## src/rtl/tlp_tx_arb.sv

```systemverilog
// tlp_tx_arb: packet-granular round-robin arbiter merging several TLP sources
// onto one 64-bit PCIe TX stream. An owner keeps the stream until its EOP beat
// transfers; source 0 can optionally pre-empt the round-robin group at packet
// boundaries.
//
// state  | meaning
// S_IDLE | no owner; all ready/valid outputs low, arbitration each cycle
// S_LOCK | owner in grant_out forwards beats until its EOP transfers
module tlp_tx_arb #(
    parameter int NUM_SRC = 3,
    parameter int HIPRI0  = 1,
    parameter int MAX_QWS = 18,
    localparam int GW = (NUM_SRC > 1) ? $clog2(NUM_SRC) : 1,
    localparam int CW = $clog2(MAX_QWS + 1)
) (
    input  logic                  pcieClk_in,
    input  logic                  reset_in,
    input  logic [NUM_SRC*64-1:0] srcData_in,
    input  logic [NUM_SRC-1:0]    srcValid_in,
    input  logic [NUM_SRC-1:0]    srcSOP_in,
    input  logic [NUM_SRC-1:0]    srcEOP_in,
    output logic [NUM_SRC-1:0]    srcReady_out,
    output logic [63:0]           txData_out,
    output logic                  txValid_out,
    output logic                  txSOP_out,
    output logic                  txEOP_out,
    input  logic                  txReady_in,
    output logic [GW-1:0]         grant_out,
    output logic                  busy_out,
    output logic                  errLen_out,
    output logic                  errSop_out
);

    typedef enum logic {S_IDLE, S_LOCK} state_t;

    localparam logic [GW-1:0] RR_INIT = (HIPRI0 != 0) ? GW'(1) : GW'(0);

    state_t          state;
    logic [GW-1:0]   rr_ptr;
    logic [CW-1:0]   qw_cnt;
    logic [NUM_SRC-1:0] elig;
    logic            sel_found;
    logic [GW-1:0]   sel_idx;
    logic            lock;
    logic [63:0]     own_data;
    logic            own_valid;
    logic            own_sop;
    logic            own_eop;
    logic            xfer;

    // base + k, wrapped into 0..NUM_SRC-1 (k never exceeds NUM_SRC-1)
    function automatic logic [GW-1:0] rr_index(input logic [GW-1:0] base, input int k);
        int v;
        v = int'(base) + k;
        if (v >= NUM_SRC) v = v - NUM_SRC;
        return GW'(v);
    endfunction

    // Pointer after granting g; source 0 is never a round-robin slot under HIPRI0
    function automatic logic [GW-1:0] rr_next(input logic [GW-1:0] g);
        int v;
        v = int'(g) + 1;
        if (v >= NUM_SRC) v = 0;
        if (HIPRI0 != 0 && v == 0) v = 1;
        return GW'(v);
    endfunction

    assign elig = srcValid_in & srcSOP_in;
    assign lock = (state == S_LOCK);
    assign busy_out = lock;

    // Winner for this idle cycle: strict source 0 first, else scan up from rr_ptr
    always_comb begin
        sel_found = 1'b0;
        sel_idx   = '0;
        if (HIPRI0 != 0 && elig[0]) begin
            sel_found = 1'b1;
        end else begin
            for (int k = 0; k < NUM_SRC; k++) begin
                if (!sel_found && elig[rr_index(rr_ptr, k)] &&
                    !(HIPRI0 != 0 && rr_index(rr_ptr, k) == '0)) begin
                    sel_found = 1'b1;
                    sel_idx   = rr_index(rr_ptr, k);
                end
            end
        end
    end

    // Owner mux; valid/SOP/EOP are gated so nothing leaks out while idle
    always_comb begin
        own_data     = srcData_in[int'(grant_out)*64 +: 64];
        own_valid    = srcValid_in[grant_out];
        own_sop      = srcSOP_in[grant_out];
        own_eop      = srcEOP_in[grant_out];
        txData_out   = own_data;
        txValid_out  = lock & own_valid;
        txSOP_out    = lock & own_sop;
        txEOP_out    = lock & own_eop;
        srcReady_out = '0;
        if (lock) srcReady_out[grant_out] = txReady_in;
    end

    assign xfer = txValid_out & txReady_in;

    // Arbitration FSM, beat counting and sticky framing errors
    always_ff @(posedge pcieClk_in or posedge reset_in) begin
        if (reset_in) begin
            state      <= S_IDLE;
            grant_out  <= '0;
            qw_cnt     <= '0;
            rr_ptr     <= RR_INIT;
            errLen_out <= 1'b0;
            errSop_out <= 1'b0;
        end else begin
            case (state)
                S_IDLE: begin
                    if (|(srcValid_in & ~srcSOP_in)) errSop_out <= 1'b1;
                    if (sel_found) begin
                        state     <= S_LOCK;
                        grant_out <= sel_idx;
                        qw_cnt    <= '0;
                        if (!(HIPRI0 != 0 && sel_idx == '0)) rr_ptr <= rr_next(sel_idx);
                    end
                end
                S_LOCK: begin
                    if (xfer) begin
                        if (qw_cnt == CW'(MAX_QWS)) errLen_out <= 1'b1;
                        else qw_cnt <= qw_cnt + 1'b1;
                        if (own_sop && qw_cnt != '0) errSop_out <= 1'b1;
                        if (own_eop) begin
                            state     <= S_IDLE;
                            grant_out <= '0;
                            qw_cnt    <= '0;
                        end
                    end
                end
                default: state <= S_IDLE;
            endcase
        end
    end

endmodule
```

## config.mk

```make
export PLATFORM = sky130hd
export DESIGN_NAME = tlp_tx_arb
export DESIGN_NICKNAME = d
export VERILOG_FILES = /design/src/rtl/tlp_tx_arb.sv
export SDC_FILE = /design/constraint.sdc
export NUM_CORES = 1
export LEC_CHECK = 0
export ABC_AREA = 1
export CORE_MARGIN = 5
export CORE_UTILIZATION = 25
export CTS_CLUSTER_SIZE = 40
export DETAILED_ROUTE_END_ITERATION = 7
export PLACE_DENSITY_LB_ADDON = 0.05
export REMOVE_ABC_BUFFERS = 1
export SLEW_MARGIN = 10
export SYNTH_ARGS = -nofsm -noshare
export SYNTH_HDL_FRONTEND = slang
export SYNTH_SLANG_ARGS = --single-unit
```

## constraint.sdc

```tcl
create_clock -name pcieClk_in -period 1.7 [get_ports pcieClk_in]
set_input_delay 0.255 -clock pcieClk_in [delete_from_list [all_inputs] [get_ports pcieClk_in]]
set_output_delay 0.255 -clock pcieClk_in [all_outputs]
set_load 0.01 [all_outputs]
```

; Word level (Yosys, flattened, before mapping)
; Cells that the tools add are included.
[word_totals]
word_cells = 117
mem_bits_rw = 0
reg_bits = 12
n_memories = 0
output_inout_bits = 75
romBits = 0
latchBits = 0
[op_classes]
n_shift = 1
eq_ne = 7
reduce_logical = 24
addsub = 7
n_mux = 53
div = 0
order_cmp = 9
n_bitwise = 10
multipliers = 0
[ops]
columns = operator, n
row1 = $shiftx 192x9->64, 1
row2 = $mux 32, 3
row3 = $logic_not 32->1, 1
row4 = $mux 2, 14
row5 = $mux 5, 4
row6 = $mux 1, 19
row7 = $reduce_and 3->1, 5
row8 = $bmux 1 s2, 6
row9 = $lt 2x3->1 const B, 4
row10 = $pmux 5 s2, 1
row11 = $and 3x3->3, 3
row12 = $ge 3x2->1 const B, 3
row13 = $logic_not 2->1, 4
row14 = $logic_and 1x1->1, 7
row15 = $add 2x1->3 const B, 2
row16 = $mux 3, 2
row17 = $ne 2x1->1 const B, 3
row18 = $sub 2x2->2 const B, 3
row19 = $add 5x1->5 const B, 1
row20 = $eq 5x5->1 const B, 1
row21 = $logic_not 1->1, 5
row22 = $reduce_bool 5->1, 1
row23 = $and 1x1->1, 4
row24 = $ne 2x2->1 const B, 2
row25 = 10 further kinds, 12

; Depth between registers and ports, before layout
; Gate-level depths: netlist of run 1.
[depth]
ltp_word = 26
depth_mapped = 12
ltp_nobuf = 12

; Worst setup path before layout of run 1
; OpenSTA, ideal clock, no wires.
[synth_path]
path_type = reg2reg
startpoint = register rr_ptr[0]
endpoint = register qw_cnt[2]
setup_time_ns = 0.117
t_arrival_ns = 1.679
setup_slack_ns = -0.096
path_buffers = 0
period_less_slack_ns = 1.796
path_stages_with_launch = 11
path_cell_list = dfstp_2 inv_1 ha_1 o21ai_1 nand3_4 nand2_4 nor2_4 nand2_4 nand3_4 nand2_1 nand2_1
[synth_via]
elab_chain_cells = 20
word_cells_on_any_way = 41
cone_classes = add/sub: 5 / order compare: 3 / eq/ne: 1 / mux: 18 / reduce/logical: 14
[synth_lines]
columns = item, line
row1 = "start, declared", 39  ; logic [GW-1:0] rr_ptr;
row2 = "start signal, assigned", 122  ; if (!(HIPRI0 != 0 && sel_idx == '0)) rr_ptr <= rr_next(sel_idx);
row3 = $sub 2x2->2 / $ge 2x2->1 (equally long branches), 55  ; if (v >= NUM_SRC) v = v - NUM_SRC;
row4 = $mux 2, 55
row5 = $mux 2, 76  ; if (HIPRI0 != 0 && elig[0]) begin
row6 = $bmux 1 s2 / $logic_not 2->1 (equally long branches), "80, 81"
row7 = $mux 1 (implied by the code) / $logic_not 1->1 (equally long branches), "80, 81"
row8 = $logic_and 1x1->1, 80  ; if (!sel_found && elig[rr_index(rr_ptr, k)] &&
row9 = $mux 1, 80
row10 = $mux 1, 76
row11 = [3 not listed], -
row12 = $mux 1, 80
row13 = $mux 1, 76
row14 = $logic_not 1->1, 80
row15 = $logic_and 1x1->1 (2 in series), 80
row16 = $mux 1 (*), 80
row17 = $mux 1 (*), 76
row18 = $ne 2x2->1 (no line) (*), -
row19 = $reduce_and 3->1 (no line) (*), -
row20 = "end signal, assigned", 128  ; else qw_cnt <= qw_cnt + 1'b1;
row21 = "end, declared", 40  ; logic [CW-1:0] qw_cnt;
; Mark *: on every way between the ends. The rest lies on a longest branch, timed or not. The select of a mux whose other input is x is not followed.
; A chain may end at the register's enable or synchronous reset.

; Final worst setup path of run 1
[layout_path]
startpoint = register grant_out[1]
endpoint = output port txData_out[42]
[layout_via]
elab_chain_cells = 1
[layout_lines]
columns = item, line
row1 = "start, declared", 28  ; output logic [GW-1:0] grant_out,
row2 = "start signal, assigned", 120  ; grant_out <= sel_idx;
row3 = $shiftx 192x9->64, 91  ; own_data = srcData_in[int'(grant_out)*64 +: 64];
row4 = "end, declared", 23  ; output logic [63:0] txData_out,
; No other way between the ends.

==> results.sh, run 1 <==
export IMPL_timing_rr_start="rr_ptr[0]"
export IMPL_violation_count_after_the_first_detailed_routing_iteration=382
export IMPL_worstPathBufferInverterCount=5
export IMPL_cts_hold_fix_buffers=0
export IMPL_synthMostInstantiatedCell="nand2_1"
export IMPL_grt_total_ovfl=0
export IMPL_violations="setup timing"
export IMPL_final_antenna_net_count=0
export IMPL_netlist_area_leader_share_pct=30.1
export IMPL_r2r_setup_slack_ps=-140
export IMPL_worst_setup_path_end_kind="output pin"
export IMPL_final_setup_worst_slack_ps=-170
export IMPL_post_dp_cell_area_um2=5650
export IMPL_setup_violations=72
export IMPL_ys_top_cells_by_count="nand2_1 (174), nand3_1 (144), clkbuf_1 (17), inv_1 (17)"
export IMPL_initial_standard_cell_utilization_of_the_core_pct=25.8
export IMPL_drt_wirelength_per_cell_um=21.3
export IMPL_via_per_inst=5.17
export IMPL_tightest_slew_ps=457
export IMPL_numClockSinks=12
export IMPL_design_die_area_um2=11600
export IMPL_synth_enable_flop_cells=0
export IMPL_share_of_cell_area_taken_by_muxes_after_synthesis_pct=0
export IMPL_clkLatencyLatePin_ps=240
export IMPL_slew_violations=0
export IMPL_synth_seq_cells=12
export IMPL_outcome="complete, but fails checks"
export IMPL_netlist_instances=441
export IMPL_timing_critical_path_required_ps=1440
export IMPL_cts_tree="done"
export IMPL_cts_root_buf="clkbuf_8"
export IMPL_holdCritPathClass="input pin to asynchronous set/reset pin"
export IMPL_peakVddDrop_v=0.000716
export IMPL_synth_async_reset_ratio_pct=100
export IMPL_worst_r2r_endpoint="qw_cnt[1]"
export IMPL_cts_htree_levels=1
export IMPL_static_leakage_power_nw=3.51
export IMPL_synth_top_area_cell="nand3_1"
export IMPL_placed_cells_incl_taps=862
export IMPL_cp_common_cell="buf_6"
export IMPL_grt_setup_unrepaired="true"
export IMPL_cp_cell_sequence="buf_6, nor2_4, buf_6, buf_4, buf_12, nand2_1, nand3_1, buf_2"
export IMPL_ys_types=34
export IMPL_areaGrowthSynthToFinish_pct=216
export IMPL_grt_total_usage_pct=28.9
export IMPL_synth_warnings=0
export IMPL_n_antenna_cell=0
export IMPL_crit_family="buffers and inverters"
export IMPL_reg2regPathDepth=12
export IMPL_crit_arrival_ps=1620
export IMPL_fp_dieW_um=108
export IMPL_slew_limit_headroom_pct=69.5
export IMPL_post_synth_fa_ha_maj_area_fraction_pct=3.66
export IMPL_design_power_total_mw=7.75
export IMPL_drt_pass1_iter_count=7
export IMPL_fin_area_um2=7560
export IMPL_setup_tns_ps=-7270
export IMPL_grt_pass1_wl_um=26200
export IMPL_power_density_cell_area_nw_per_um2=1030
export IMPL_synth_yosys_seq_area_share_pct=12.6
export IMPL_place_detailed_hpwl_um=13100
export IMPL_timing_hold_ws_ps=319
export IMPL_compound_gate_portion_of_the_synthesized_area_pct=3.19
export IMPL_ys_flop_type="dfrtp_1"
export IMPL_criticalPathCategory="flop to output pin"
export IMPL_maximum_number_of_pins_on_one_net_before_global_route_repair=25
export IMPL_drc=0
export IMPL_post_synth_xor_area_fraction_pct=1.10
export IMPL_cts_path_max_buffers=2
export IMPL_port_buffers=278
export IMPL_critical_path_max_stage_delay_ps=390
export IMPL_ios=279
export IMPL_utilization_pct=81.4
export IMPL_core_area_um2=9280
export IMPL_clk_pin_slew_ps=50
export IMPL_totalWireLength_um=19700
export IMPL_timing_critical_path_from_type="flop"
export IMPL_dr_total_vias=4784
export IMPL_grt_pass1_vias=4557
export IMPL_synthesis_area_um2=2390
export IMPL_fmax_mhz=535
export IMPL_cap_violations=0
export IMPL_floorplan_die_height_um=108
export IMPL_finish_cell_count_without_fillers=925
export IMPL_numCtsBuffers=3
export IMPL_syn_avg_cell_area_um2=5.43
export IMPL_gpl_final_weighted_congestion=0.914
export IMPL_design_final_nets=1008
export IMPL_finalCritPeriodShare_pct=110
export IMPL_antenna_found_initial=1
export IMPL_fp_row_count=35
export IMPL_simple_gate_portion_of_the_synthesized_area_pct=70.1
export IMPL_worst_case_clock_skew_ps=2.16
export IMPL_detailedPlace_worstSlack_ps=-310
export IMPL_synth_top_family_by_area="simple AND/OR/NAND/NOR gates"
export IMPL_post_synth_main_area_contributors="nand3_1 (30%), nand2_1 (27%), dfrtp_1 (12%)"
export IMPL_final_layout_size_suffix_gt1_share_pct=46.7
export IMPL_final_hold_violation_count=0
export IMPL_critPathMaxFanout=17
export IMPL_post_route_min_period_ps=1870
export IMPL_worst_path_max_delay_cell="dfrtp_1"
-- where the power goes --
part | switching (mW) | leakage [nW] | internal [mW]
clock network | 0.108 | 0.0228 | 0.166
logic | 3.33 | 3.34 | 3.69
registers | 0.0956 | 0.150 | 0.366
-- layer usage --
metal	vias up	wire length (um)	track usage [%]
li1	2179	-	-
met1	2277	6880	33.8
met2	253	10200	51.4
met3	73	1750	7.62
met4	2	875	8.66
met5	-	7	0
-- worst register-to-register path: cells and delay by family, from the launching register on --
kind          cells  cell delay, ps
simple gates      9             770
flops             1             540
fa+ha+maj         1             280
buf+inv           2             140
-- cell type report --
cell class / instances / area (um2)
Timing Repair Buffer: 381 / 4140
Inverter: 24 / 105
Tap cell: 129 / 161
Multi-Input combinational cell: 375 / 2810
Clock buffer: 4 / 45.0
Fill cell: 599 / 1720
Sequential cell: 12 / 303
-- placed cells by master, fill, tap and decap left out, drive strengths merged --
cell type      synthesis  final
nand4                  5      5
nand3b                 1      1
o211ai                 2      2
a21oi                  2      2
buf                   13    169
clkbuf                17      8
or2                    1      1
xnor2                  2      2
nor2                  15     15
ha                     7      7
nor3b                  2      2
clkinv                 1      1
inv                   23     23
nand3                151    151
a31o                   1      1
dfrtp                 11     11
o21ai                  2      2
clkdlybuf4s50          0    206
dlymetal6s2s           0      1
o221ai                 1      1
o21bai                 1      1
clkdlybuf4s15          0      1
xor2                   1      1
dfstp                  1      1
o31ai                  1      1
nand2                180    180
-- repair_timing --
item / in CTS / in global routing
gates resized for setup: 428 / 217
pin swaps: 42 / 45
cloned: 7 / 4
setup endpoints to repair: 81 / 82
buffers inserted: 29 / 25
-- worst max path at each step --
stage	cells past startpoint	from	endpoint	slack (ps)
4_1_cts	3	grant_out[0]	grant_out[0]	-190
2_1_floorplan	8	grant_out[0]	qw_cnt[2]	-1150
3_5_place_dp	6	srcValid_in[0]	txValid_out	-310
5_1_grt	12	rr_ptr[0]	qw_cnt[4]	-250
3_3_place_gp	6	srcValid_in[0]	txValid_out	-290
6_report	8	grant_out[1]	txData_out[42]	-170
-- flip-flops by register name, indices dropped and copies added (netlist names) --
| signal | flops |
|---|---|
| qw_cnt | 5 |
| grant_out | 2 |
| rr_ptr | 2 |
| errSop_out | 1 |
| errLen_out | 1 |
| busy_out | 1 |
-- cell families (layout without fill, tap and decap cells) --
family	after synthesis	after routing
and+or+nand+nor	355	355
buffers and inverters	54	409
xor gates and xnor gates	3	3
adders and majority gates	7	7
AOI/OAI and AO/OA	10	10
DFF	12	12
Note: power is estimated with default switching activity, not from simulation.
==> run 2: changes to the inputs <==
Settings changed: CELL_PAD_IN_SITES_DETAIL_PLACEMENT set to 0, CELL_PAD_IN_SITES_GLOBAL_PLACEMENT set to 1, CORE_UTILIZATION 25 to 14.
==> results.sh, run 2 (synthesis results as in run 1) <==
export IMPL_grt_pass1_vias=4192
export IMPL_violations="setup timing"
export IMPL_storage_element_area_um2=303
export IMPL_maximum_number_of_pins_on_one_net_before_global_route_repair=29
export IMPL_cts_tree="done"
export IMPL_grt_total_ovfl=0
export IMPL_crit_arrival_ps=1600
export IMPL_outcome="complete, but fails checks"
export IMPL_ios=279
export IMPL_areaGrowthSynthToFinish_pct=227
export IMPL_critPathMaxFanout=7
export IMPL_timing_critical_path_required_ps=1440
export IMPL_design_die_area_um2=19800
export IMPL_criticalPathCategory="flop to output pin"
export IMPL_static_leakage_power_nw=3.59
export IMPL_fp_row_count=47
export IMPL_violation_count_after_the_first_detailed_routing_iteration=140
export IMPL_drc=0
export IMPL_slew_limit_headroom_pct=65.2
export IMPL_worst_case_clock_skew_ps=0.856
export IMPL_setup_violations=75
export IMPL_gpl_final_weighted_congestion=0.914
export IMPL_core_area_um2=16700
export IMPL_cts_root_buf="clkbuf_16"
export IMPL_post_route_min_period_ps=1860
export IMPL_final_layout_size_suffix_gt1_share_pct=48.7
export IMPL_n_fill_cell=1667
export IMPL_clkLatencyLatePin_ps=240
export IMPL_detailedPlace_worstSlack_ps=-329
export IMPL_floorplan_die_height_um=141
export IMPL_fp_dieW_um=141
export IMPL_final_setup_worst_slack_ps=-156
export IMPL_initial_standard_cell_utilization_of_the_core_pct=14.3
export IMPL_peakVddDrop_v=0.000622
export IMPL_drt_wirelength_per_cell_um=21.2
export IMPL_fin_area_um2=7830
export IMPL_finalCritPeriodShare_pct=109
export IMPL_layout_cells_most_common_list="clkdlybuf4s50_1 (206), nand3_2 (88), nand2_1 (88)"
export IMPL_final_hold_violation_count=0
export IMPL_final_antenna_net_count=0
export IMPL_slew_violations=0
export IMPL_numCtsBuffers=3
export IMPL_worst_path_max_delay_cell="dfrtp_1"
export IMPL_dr_total_vias=4464
export IMPL_cts_hold_fix_buffers=0
export IMPL_multi_input_comb_area_um2=2930
export IMPL_power_density_cell_area_nw_per_um2=967
export IMPL_fmax_mhz=539
export IMPL_number_of_flip_flops_in_the_largest_register=5
export IMPL_grt_pass1_wl_um=27900
export IMPL_cp_cell_sequence="buf_6, nor2_4, buf_12, buf_12, buf_16, nand2_4, nand3_2, buf_6"
export IMPL_biggestRegsByFlops="qw_cnt: 5 flops, grant_out: 2 flops, rr_ptr: 2 flops"
export IMPL_place_detailed_hpwl_um=15200
export IMPL_timing_critical_path_from_type="flop"
export IMPL_utilization_pct=46.9
export IMPL_numClockSinks=12
export IMPL_setup_tns_ps=-5200
export IMPL_totalWireLength_um=21200
export IMPL_grt_setup_unrepaired="true"
export IMPL_holdCritPathClass="input pin to asynchronous set/reset pin"
export IMPL_design_final_nets=992
export IMPL_clk_pin_slew_ps=50
export IMPL_critical_path_max_stage_delay_ps=390
export IMPL_antenna_found_initial=3
export IMPL_tightest_slew_ps=522
export IMPL_port_buffers=278
export IMPL_via_per_inst=4.45
export IMPL_cts_htree_levels=1
export IMPL_drt_pass1_iter_count=4
export IMPL_post_dp_cell_area_um2=5750
export IMPL_cts_path_max_buffers=2
export IMPL_worst_setup_path_end_kind="output pin"
export IMPL_layout_cells_most_common="clkdlybuf4s50_1"
export IMPL_grt_total_usage_pct=18.2
export IMPL_cap_violations=0
export IMPL_registers_top_by_ff_count="qw_cnt"
export IMPL_timing_hold_ws_ps=353
-- run 2: cell count changes in the layout (fill, tap and decap cells not counted), moves of 6 or more --
cell       change
buf_2          +6
buf_4          -9
buf_6         -26
clkbuf_16     +11
nand2_1       -16
nand2_4       +18
nand3_1        -6
nand3_2       +12
nand3_4        -6
-- run 2: path summary, 6_finish.rpt --
kind	startpoint	cells past startpoint	slack [ps]	endpoint
min reg2reg	errLen_out	1	470	errLen_out
max reg2reg	rr_ptr[0]	12	-90	qw_cnt[2]
max	grant_out[1]	8	-160	txData_out[47]
min	reset_in	2	350	qw_cnt[2]
min in group pcieClk_in	errLen_out	1	470	errLen_out
max in group asynchronous	reset_in	2	970	grant_out[0]
-- run 2: per-stage QoR --
| stage | instances | power, mW |
|---|---|---|
| after floorplan | 411 | 2.49 |
| after global placement | 955 | 4.96 |
| after detailed placement | 955 | 4.95 |
| after CTS | 988 | 6.37 |
| after global routing | 1003 | 8.05 |
| final | 1003 | 7.57 |
-- run 2: final cells by class --
type                    instances  share of cell area [%]
inverters                      24                    1.36
diodes                          3                  0.0959
multi-input cells             375                    37.4
clock buffers                   4                    1.13
well taps                     220                    3.52
flip-flops and latches         12                    3.87
repair buffers                365                    52.6
-- run 2: per-layer routing --
| metal | wire length, um | track usage, % | up-vias | part of all wire [%] |
|---|---|---|---|---|
| met4 | 511 | 4.39 | 0 | 2.4 |
| met2 | 11000 | 32.8 | 161 | 52 |
| met3 | 1190 | 2.84 | 26 | 5.6 |
| met5 | 0 | 0 | - | 0 |
| li1 | - | - | 2151 | - |
| met1 | 8490 | 22.6 | 2126 | 40 |
-- run 2: critical path, delay by kind of cell (launching register included) --
family,cells,cell delay (ps)
buf+inv,5,700
flops,1,390
simple gates,3,270
-- run 2: where the power goes --
part	total, mW	internal [mW]	switching [mW]
logic	6.63	3.47	3.16
clock network	0.486	0.356	0.130
registers	0.456	0.366	0.0900
total	7.57	4.19	3.38
-- run 2: repair_timing --
item | in CTS | in global routing
cloned | 8 | 12
pin swaps | 24 | 62
endpoints found under the setup margin | 81 | 83
buffers inserted | 22 | 9
gates resized for setup | 406 | 278
